===== src/rtl/mitll_sfq_pkg.sv =====
// Shared types and helpers for the SFQ splitter slice: controller state
// encoding, error counter width and the delay-line depth derivation.
package mitll_sfq_pkg;

    // Width of the saturating timing-violation counter.
    localparam int ERR_CNT_W = 8;

    // Controller states.
    //   ST_WARMUP : post-reset settling, input events ignored
    //   ST_IDLE   : ready, next event is accepted
    //   ST_GUARD  : critical-timing window open after an accepted event
    //   ST_ERROR  : violation seen, outputs frozen until err_clr
    typedef enum logic [1:0] {
        ST_WARMUP = 2'd0,
        ST_IDLE   = 2'd1,
        ST_GUARD  = 2'd2,
        ST_ERROR  = 2'd3
    } sfq_state_e;

    // Longest delay a DLY_W-bit field can request; also the delay-line depth.
    function automatic int max_dly(input int dly_w);
        return (1 << dly_w) - 1;
    endfunction

endpackage


===== src/rtl/mitll_sfq_dline.sv =====
// Event shift line for the SFQ splitter. An accepted event enters at
// position 1 and advances one position per clock. Each output branch
// taps the position equal to its configured delay, so a branch with
// delay D sees the event exactly D edges after it was accepted. The
// tap select is live: the delay in force at output time is the one used.
module mitll_sfq_dline
    import mitll_sfq_pkg::*;
#(
    parameter int N_OUT = 4,
    parameter int DLY_W = 4
) (
    input  logic                     clk,
    input  logic                     rst_n,
    input  logic                     push,
    input  logic                     flush,
    input  logic [N_OUT*DLY_W-1:0]   dly_cfg,
    output logic [N_OUT-1:0]         taps,
    output logic                     busy
);

    localparam int MAX_DLY = max_dly(DLY_W);

    // Position j holds an event accepted j-1 edges ago.
    logic [MAX_DLY:1] line;
    logic [MAX_DLY:1] line_nxt;

    // Next line contents: shift by one, insert the new event, or clear on flush.
    always_comb begin
        // NOTE: every always_comb output gets a full default first so no path can infer a latch.
        line_nxt    = line << 1;
        line_nxt[1] = push;
        if (flush) begin
            line_nxt = '0;
        end
    end

    // Delay-line storage.
    always_ff @(posedge clk or negedge rst_n) begin
        // NOTE: the line is fully reset (not left to initialise itself) so events pending at reset can never emerge afterwards.
        if (!rst_n) begin
            line <= '0;
        end else begin
            // NOTE: sequential state uses non-blocking assignments so all registers update from pre-edge values.
            line <= line_nxt;
        end
    end

    // Per-branch tap select; a zero delay field behaves as a delay of one.
    for (genvar g = 0; g < N_OUT; g++) begin : g_tap
        logic [DLY_W-1:0] fld;
        logic [DLY_W-1:0] sel;
        assign fld     = dly_cfg[g*DLY_W +: DLY_W];
        assign sel     = (fld == '0) ? DLY_W'(1) : fld;
        assign taps[g] = line[sel];
    end

    assign busy = |line;

endmodule


===== src/rtl/mitll_splitter_n.sv =====
// N-way SFQ pulse splitter with per-branch programmable delay.
// The toggle-encoded input is edge-detected; each accepted event is
// replayed on every output branch after that branch's delay. A
// critical-timing guard rejects events that follow an accepted event
// too closely: the offending event is dropped, everything in flight is
// flushed, the violation is counted and the block parks in ERROR until
// software clears it.
module mitll_splitter_n
    import mitll_sfq_pkg::*;
#(
    parameter int N_OUT       = 4,   // fan-out branches, 2..16
    parameter int DLY_W       = 4,   // per-branch delay field width
    parameter int CT_W        = 4,   // critical-timing window width
    parameter int STARTUP_CYC = 4    // edges ignored after reset release
) (
    input  logic                     clk,
    input  logic                     rst_n,
    input  logic                     in,
    input  logic [N_OUT*DLY_W-1:0]   dly_cfg,
    input  logic [CT_W-1:0]          ct_cfg,
    input  logic                     err_clr,
    output logic [N_OUT-1:0]         out,
    output logic                     err,
    output logic [ERR_CNT_W-1:0]     err_cnt,
    output logic                     busy
);

    // Warm-up counter runs 0 .. STARTUP_CYC-1; a zero startup still
    // spends the first edge in WARMUP because that is the reset state.
    localparam int WU_W = (STARTUP_CYC > 1) ? $clog2(STARTUP_CYC) : 1;
    localparam logic [WU_W-1:0] WU_LAST =
        WU_W'((STARTUP_CYC > 0) ? STARTUP_CYC - 1 : 0);

    sfq_state_e        state;
    logic              in_q;
    logic [WU_W-1:0]   wu_cnt;
    logic [CT_W-1:0]   win;
    logic [CT_W-1:0]   win_dec;
    logic              ev;
    logic              accept;
    logic              viol;
    logic [N_OUT-1:0]  taps;

    // A level change between consecutive samples is one SFQ pulse.
    assign ev      = in ^ in_q;
    // Window value after this edge's decrement; only meaningful in GUARD,
    // where the window counter is always at least one.
    assign win_dec = win - CT_W'(1);

    // Event classification for the current edge. In GUARD the window
    // closes on the edge where the counter reaches zero, and an event on
    // that same edge is treated as arriving in IDLE.
    always_comb begin
        accept = 1'b0;
        viol   = 1'b0;
        case (state)
            ST_IDLE: begin
                accept = ev;
            end
            ST_GUARD: begin
                if (win_dec == '0) begin
                    accept = ev;
                end else begin
                    viol = ev;
                end
            end
            default: begin
            end
        endcase
    end

    // Controller: warm-up, guard window, error latch and violation count.
    always_ff @(posedge clk or negedge rst_n) begin
        if (!rst_n) begin
            state   <= ST_WARMUP;
            wu_cnt  <= '0;
            win     <= '0;
            err     <= 1'b0;
            err_cnt <= '0;
        end else begin
            case (state)
                ST_WARMUP: begin
                    if (wu_cnt == WU_LAST) begin
                        state <= ST_IDLE;
                    end else begin
                        wu_cnt <= wu_cnt + WU_W'(1);
                    end
                end
                ST_IDLE, ST_GUARD: begin
                    if (viol) begin
                        // A violation overrides any simultaneous err_clr.
                        state <= ST_ERROR;
                        err   <= 1'b1;
                        if (err_cnt != '1) begin
                            err_cnt <= err_cnt + ERR_CNT_W'(1);
                        end
                    end else if (accept && (ct_cfg != '0)) begin
                        state <= ST_GUARD;
                        win   <= ct_cfg;
                    end else if (state == ST_GUARD) begin
                        win <= win_dec;
                        if (win_dec == '0) begin
                            state <= ST_IDLE;
                        end
                    end
                end
                ST_ERROR: begin
                    // Events arriving here are ignored, even alongside err_clr.
                    if (err_clr) begin
                        state <= ST_IDLE;
                        err   <= 1'b0;
                    end
                end
                default: begin
                    state <= ST_WARMUP;
                end
            endcase
        end
    end

    // Input sampling and branch output toggles. Toggles are suppressed on
    // the violation edge because that edge flushes everything in flight.
    always_ff @(posedge clk or negedge rst_n) begin
        if (!rst_n) begin
            in_q <= 1'b0;
            out  <= '0;
        end else begin
            in_q <= in;
            if (!viol) begin
                out <= out ^ taps;
            end
        end
    end

    mitll_sfq_dline #(
        .N_OUT (N_OUT),
        .DLY_W (DLY_W)
    ) u_dline (
        .clk     (clk),
        .rst_n   (rst_n),
        .push    (accept),
        .flush   (viol),
        .dly_cfg (dly_cfg),
        .taps    (taps),
        .busy    (busy)
    );

endmodule


===== config.mk =====
export PLATFORM = sky130hd
export DESIGN_NAME = mitll_splitter_n
export DESIGN_NICKNAME = d
export VERILOG_FILES = /design/src/rtl/mitll_sfq_pkg.sv /design/src/rtl/mitll_sfq_dline.sv /design/src/rtl/mitll_splitter_n.sv
export SDC_FILE = /design/constraint.sdc
export NUM_CORES = 1
export LEC_CHECK = 0
export ABC_CLOCK_PERIOD_IN_PS = 4250
export BUFFER_PORTS_ARGS = -buffer_cell sky130_fd_sc_hd__buf_2
export CAP_MARGIN = 25
export CORE_MARGIN = 2
export CORE_UTILIZATION = 40
export DETAILED_ROUTE_END_ITERATION = 8
export GPL_TIMING_DRIVEN = 1
export HOLD_SLACK_MARGIN = 0.08
export PLACE_DENSITY = 0.67
export SLEW_MARGIN = 0
export SYNTH_ARGS = -nofsm -noshare
export SYNTH_HDL_FRONTEND = slang
export SYNTH_HIERARCHICAL = 1
export SYNTH_SLANG_ARGS = --single-unit

===== constraint.sdc =====
create_clock -name clk -period 4.25 [get_ports clk]
set_input_delay 0.85 -clock clk [delete_from_list [all_inputs] [get_ports clk]]
set_output_delay 0.85 -clock clk [all_outputs]
set_load 0.05 [all_outputs]

==> results of run 1 <==
path summary, 6_finish.rpt:
kind | cells past startpoint | endpoint | startpoint
setup / recovery | 7 | state[0] | win[0]
hold / removal | 1 | out[1] | out[1]
setup reg to reg | 7 | state[0] | win[0]
hold reg to reg | 1 | out[1] | out[1]
max in group asynchronous | 1 | win[2] | rst_n
min in group asynchronous | 1 | u_dline/line[6] | rst_n
power by group through the flow:
| stage | Sequential, uW | Combinational [uW] | Clock (uW) |
|---|---|---|---|
| final | 682 | 836 | 316 |
| after global routing | 703 | 908 | 341 |
| after CTS | 678 | 840 | 324 |
| after detailed placement | 685 | 836 | 0 |
| after global placement | 675 | 832 | 0 |
| after floorplan | 746 | 547 | 0 |
critical path: stages (launching register included):
cell	delay (ns)
dfrtp_1	0.46
inv_1	0.07
ha_1	0.24
o41ai_1	0.35
a21o_1	0.40
inv_1	0.34
o31a_2	0.43
o22a_1	0.19
cell usage in the layout, fill, tap and decap left out, drive strengths merged, types with 4 or more instances in the layout:
master,n
dfrtp,37
buf,37
nand2,20
nor2b,18
inv,13
mux4,12
xnor2,10
ha,9
mux2i,8
clkbuf,7
nand2b,6
nor4,6
nand4,5
a31oi,5
o22ai,5
and3,4
nor2,4
a211o,4
registers in the layout, summed over array words and instances (netlist names):
| register | cells |
|---|---|
| wu_cnt | 2 |
| err_cnt | 8 |
| state | 2 |
| u_dline/line | 15 |
| in_q | 1 |
| out | 4 |
| err | 1 |
| win | 4 |
area by class of cell:
| class | count | area (sq um) |
|---|---|---|
| clock buffer | 7 | 86.33 |
| clock inverter | 1 | 30.03 |
| fill | 523 | 2845 |
| inverter | 13 | 48.80 |
| multi-input combinational | 150 | 1295 |
| sequential | 37 | 925.9 |
| tap | 72 | 90.09 |
| timing repair buffer | 37 | 185.2 |
routing by layer:
metal / vias up / routed length, um
met5: - / 0
met2: 62 / 2288
met1: 857 / 2249
li1: 841 / -
met4: 0 / 68
met3: 9 / 288
metrics by stage:
stage                     power [uW]  setup slack, ns  cell area [sq um]  hold slack [ns]
after floorplan                 1293            1.980               2281           0.4480
after global placement          1507            1.701               2545           0.4574
after detailed placement        1521            1.663               2545           0.4596
after CTS                       1843            1.638               2661           0.4694
after global routing            1953            1.477               2661           0.4991
final                           1834            1.654               2661           0.4701
cell families (layout without fill, tap and decap cells):
kind of cell,after synthesis,in the layout,synth area share
AOI/OAI and AO/OA,35,35,0.1185
adders and majority gates,9,9,0.04937
and+or+nand+nor,71,71,0.1733
xor gates and xnor gates,13,13,0.04992
DFF,37,37,0.4059
muxes,22,22,0.1766
buffers and inverters,16,58,0.02633
==> metrics.csv, run 1 <==
metric,value,unit
class of the worst hold path,register to register,
Antenna Violating Nets Remaining,0,
Avg Synthesized Cell Area,11.24,sq um
GRT Max-Usage Layer,met2,
top-area cell type share of the netlist area,0.4059,
clk sink count,37,
met3 Usage GRT,0.03054,
hold buffers post-CTS,0,
Post-CTS Setup Bufs,0,
Slew Limit Headroom,0.4669,
Syn Std Cell Area,0.002281,sq mm
gr usage total,0.1647,
"EDFF count, synth",0,
Die ar.,0.006323,sq mm
Syn-to-layout area delta,16.68,%
largest net degree at the start of global routing,38,
Comb pwr share,0.456,
most frequent cell after synthesis,dfrtp_1,
Vias,1769,
max capacitance violation total,0,
Syn Inst Count,203,
Final min period,2.596,ns
RSZ-0062 raised after global routing,false,
Crit. End Element,register,
Yosys reg bits,37,
Antenna Cells,0,
WP data required,4.43,ns
CTS H-tree lvls,2,
fin crit share,0.6107,
"Reg clk slew, reported paths",0.08,ns
vias per cell,5.580,
nets@finish,277,
GPL Wtd Cong,0.8104,
Starting Density,0.4142,
post_cts resized,0,
Setup TNS,0,ns
Power Dens Cells,689.0,mW/mm^2
max-slew violation total from the final report,0,
fin cells,317,
grt total ovfl,0,
Startpoint Class,register,
first-pass GRT wire length,8142,um
CTS buffer count,5,
Clock power frac,0.172,
skew final,0.006010,ns
Area contributors post-synth,"dfrtp_1 (41%), mux4_1 (9.2%), ha_1 (4.9%)",
DR DRC count,0,
die height,79.52,um
# rows,27,
Cells after DPL,309,
hpwl dp,3545,um
number of global-route vias before repair,1677,
Final Hold Viols,0,
WL final,4895,um
Yosys top cell by area,dfrtp_1,
CP Class,register to register,
PortBufs,37,
Reg power frac,0.372,
run status,"finished, final reports clean",
Post-synth top cells,"dfrtp_1 (37), nand2_1 (20), nor2b_1 (18), inv_1 (13), xnor2_1 (10)",
clk root buf,clkbuf_8,
share of cells above drive strength 1,0.2245,
met1 GRT Util,0.2359,
"Clk Latency, worst-skew pair",0.28,ns
Static Leak,0.001288,uW
DRT iter0 DRCs,114,
core region area,0.005507,sq mm
Clock Tree Buf Depth,2,
Syn. warnings,6,
Worst Tran Pin Value,0.7996,ns
Psw,785.3,uW
fmax,0.3853,GHz
Worst Path Max Fanout,17,
Final Setup Violations,0,
final core occ,0.4833,
die width,79.52,um
worst ir drop on vdd,0.0002179,V
met2 track demand over resource,0.2504,
r2r setup slk,1.65,ns
sequential element share of the synthesized area,0.4059,
Yosys cell types,41,
I/O pin count,38,
CTS tree,yes,
Int Power,1048,uW
switch share,0.4282,
crit path DAT,2.77,ns
DRT Pass-1 Iters,5,
ys async rst share,1.000,
wire per inst,15.44,um
Synthesized Nets,236,
Main synth FF type,dfrtp_1,
initial antenna violation count,0,
(Power assumes the default switching activity.)
==> run 2: changes to the inputs <==
Settings changed: ABC_CLOCK_PERIOD_IN_PS 4250 to 2500.
Clock period 4.25 ns to 2.5 ns, I/O delays scaled along.
==> run 2 against run 1 <==
  * Critical path depth rose by 1
  * Highest routed layer unchanged
  * Power rose by 72%
  * Largest cell class unchanged
  * Clock power up 72%
  * Clock-buffer cell count is the same
  * Largest power group unchanged
  * Die area is the same
  * Cell count is 1.6% higher
  * Global-route usage increased by 0.50 points
==> metrics.csv, run 2 (synthesis gave the netlist of run 1 again) <==
metric,value,unit
max-slew violation total from the final report,0,
number of global-route vias before repair,1747,
core region area,0.005507,sq mm
GPL Wtd Cong,0.8513,
die width,79.52,um
CTS buffer count,5,
max capacitance violation total,0,
slowest CP cell,or4_4,
Die ar.,0.006323,sq mm
fmax,0.4335,GHz
Vias,1746,
r2r worst-path depth,8,
run status,"finished, final reports clean",
RSZ-0062 raised after global routing,false,
I/O pin count,38,
CTS tree,yes,
Startpoint Class,register,
vias per cell,5.422,
Final min period,2.307,ns
worst ir drop on vdd,0.0004018,V
Crit. End Element,register,
Setup TNS,0,ns
first-pass GRT wire length,8328,um
nets@finish,282,
crit path DAT,2.48,ns
Worst Path Max Fanout,8,
Final Setup Violations,0,
"commonest cells after routing, fill and taps aside","dfrtp_1 (37), buf_2 (37), nand2_1 (20)",
Starting Density,0.4142,
share of cells above drive strength 1,0.2440,
clk root buf,clkbuf_8,
Static Leak,0.001310,uW
r2r setup slk,0.19,ns
Antenna Violating Nets Remaining,0,
largest net degree at the start of global routing,38,
DRT Pass-1 Iters,4,
DRT iter0 DRCs,157,
DR DRC count,0,
worst-path cell chain,"inv_1, ha_2, nand2b_1, or4_4, a211oi_4, buf_4, mux2i_1, a32oi_1",
skew final,0.01225,ns
fin worst setup slack,0.1933,ns
CP Class,register to register,
crit path to,win[3],
class of the worst hold path,input pin to async pin,
reg2reg start,state[0],
pre-CTS setup slack,0.1674,ns
Clock Tree Buf Depth,2,
grt total ovfl,0,
WL final,4863,um
PortBufs,37,
Antenna Cells,0,
Sequential cell area,925.9,sq um
initial antenna violation count,0,
CTS H-tree lvls,2,
Total Power,3156,uW
WP data required,2.67,ns
# rows,27,
Post-CTS Setup Bufs,0,
max FFs per register,15,
Power Dens Cells,1168,mW/mm^2
hpwl dp,3568,um
wire per inst,15.10,um
RR Endpoint,win[3],
area occupied by multi-input gates,0.001297,sq mm
largest register by flop count,u_dline/line,
peak per-stage delay on the critical path,0.56,ns
fin crit share,0.9227,
Layout fillers,521,
Worst Setup SP,state[0],
Final Hold Viols,0,
Worst Tran Pin Value,0.8285,ns
Slew Limit Headroom,0.4477,
clk sink count,37,
Syn-to-layout area delta,18.43,%
"Reg clk slew, reported paths",0.08,ns
die height,79.52,um
largest registers,"u_dline/line x15, err_cnt x8",
gr usage total,0.1697,
"Clk Latency, worst-skew pair",0.29,ns
[run 2: cell count changes in the layout (fill, tap and decap cells not counted), sizes merged]
| cell | delta |
|---|---|
| buf | +5 |
[run 2: repair_timing]
item,4_1_cts,5_1_grt
hold buffers,0,0
gates resized for setup,0,1
setup endpoints to repair,0,2
[run 2: critical path: cells and delay by family (launching register included)]
family | cells | cell delay (ns)
adder cells (fa/ha/maj) | 1 | 0.24
flip-flops | 1 | 0.44
AND/OR/NAND/NOR | 2 | 0.65
AO/OA/AOI/OAI | 2 | 0.36
buffers and inverters | 2 | 0.31
multiplexers | 1 | 0.18
[run 2: worst min path at each step]
stage / startpoint / endpoint / slack, ns / cells past startpoint
floorplan: rst_n / err / 0.20 / 0
global placement: out[3] / out[3] / 0.45 / 1
detailed placement: out[3] / out[3] / 0.46 / 1
CTS: in / in_q / 0.33 / 1
global route: in / in_q / 0.33 / 1
finish: rst_n / out[2] / 0.30 / 1
[run 2: through the flow]
stage	area [sq um]	util	hold slack (ns)	std cells
3_5_place_dp	2582	0.4690	0.4597	314
5_1_grt	2701	0.4906	0.3273	322
2_1_floorplan	2281	-	0.2044	203
6_report	2701	0.4906	0.3034	322
4_1_cts	2699	0.4901	0.3289	322
3_3_place_gp	2582	0.4690	0.4542	314
[run 2: final cells by class]
type / instances / share of cell area
Clock buffer: 7 / 0.03196
Sequential cell: 37 / 0.3428
Timing Repair Buffer: 42 / 0.08245
Multi-Input combinational cell: 150 / 0.4803
Inverter: 13 / 0.01806
Clock inverter: 1 / 0.01112
Tap cell: 72 / 0.03335
[run 2: routing by layer]
layer  vias to the layer above  track usage  share of wire
li1                        850            -              -
met1                       848       0.2340           0.47
met2                        41       0.2739           0.46
met3                         7      0.03167          0.050
met4                         0      0.04655          0.017
met5                         -            0              0
[run 2: report_power, final]
group	leakage [uW]	switching, uW	internal, uW
clock network	0.0000585	218	326
logic	0.000782	822	649
registers	0.000470	305	836
total	0.00131	1350	1810
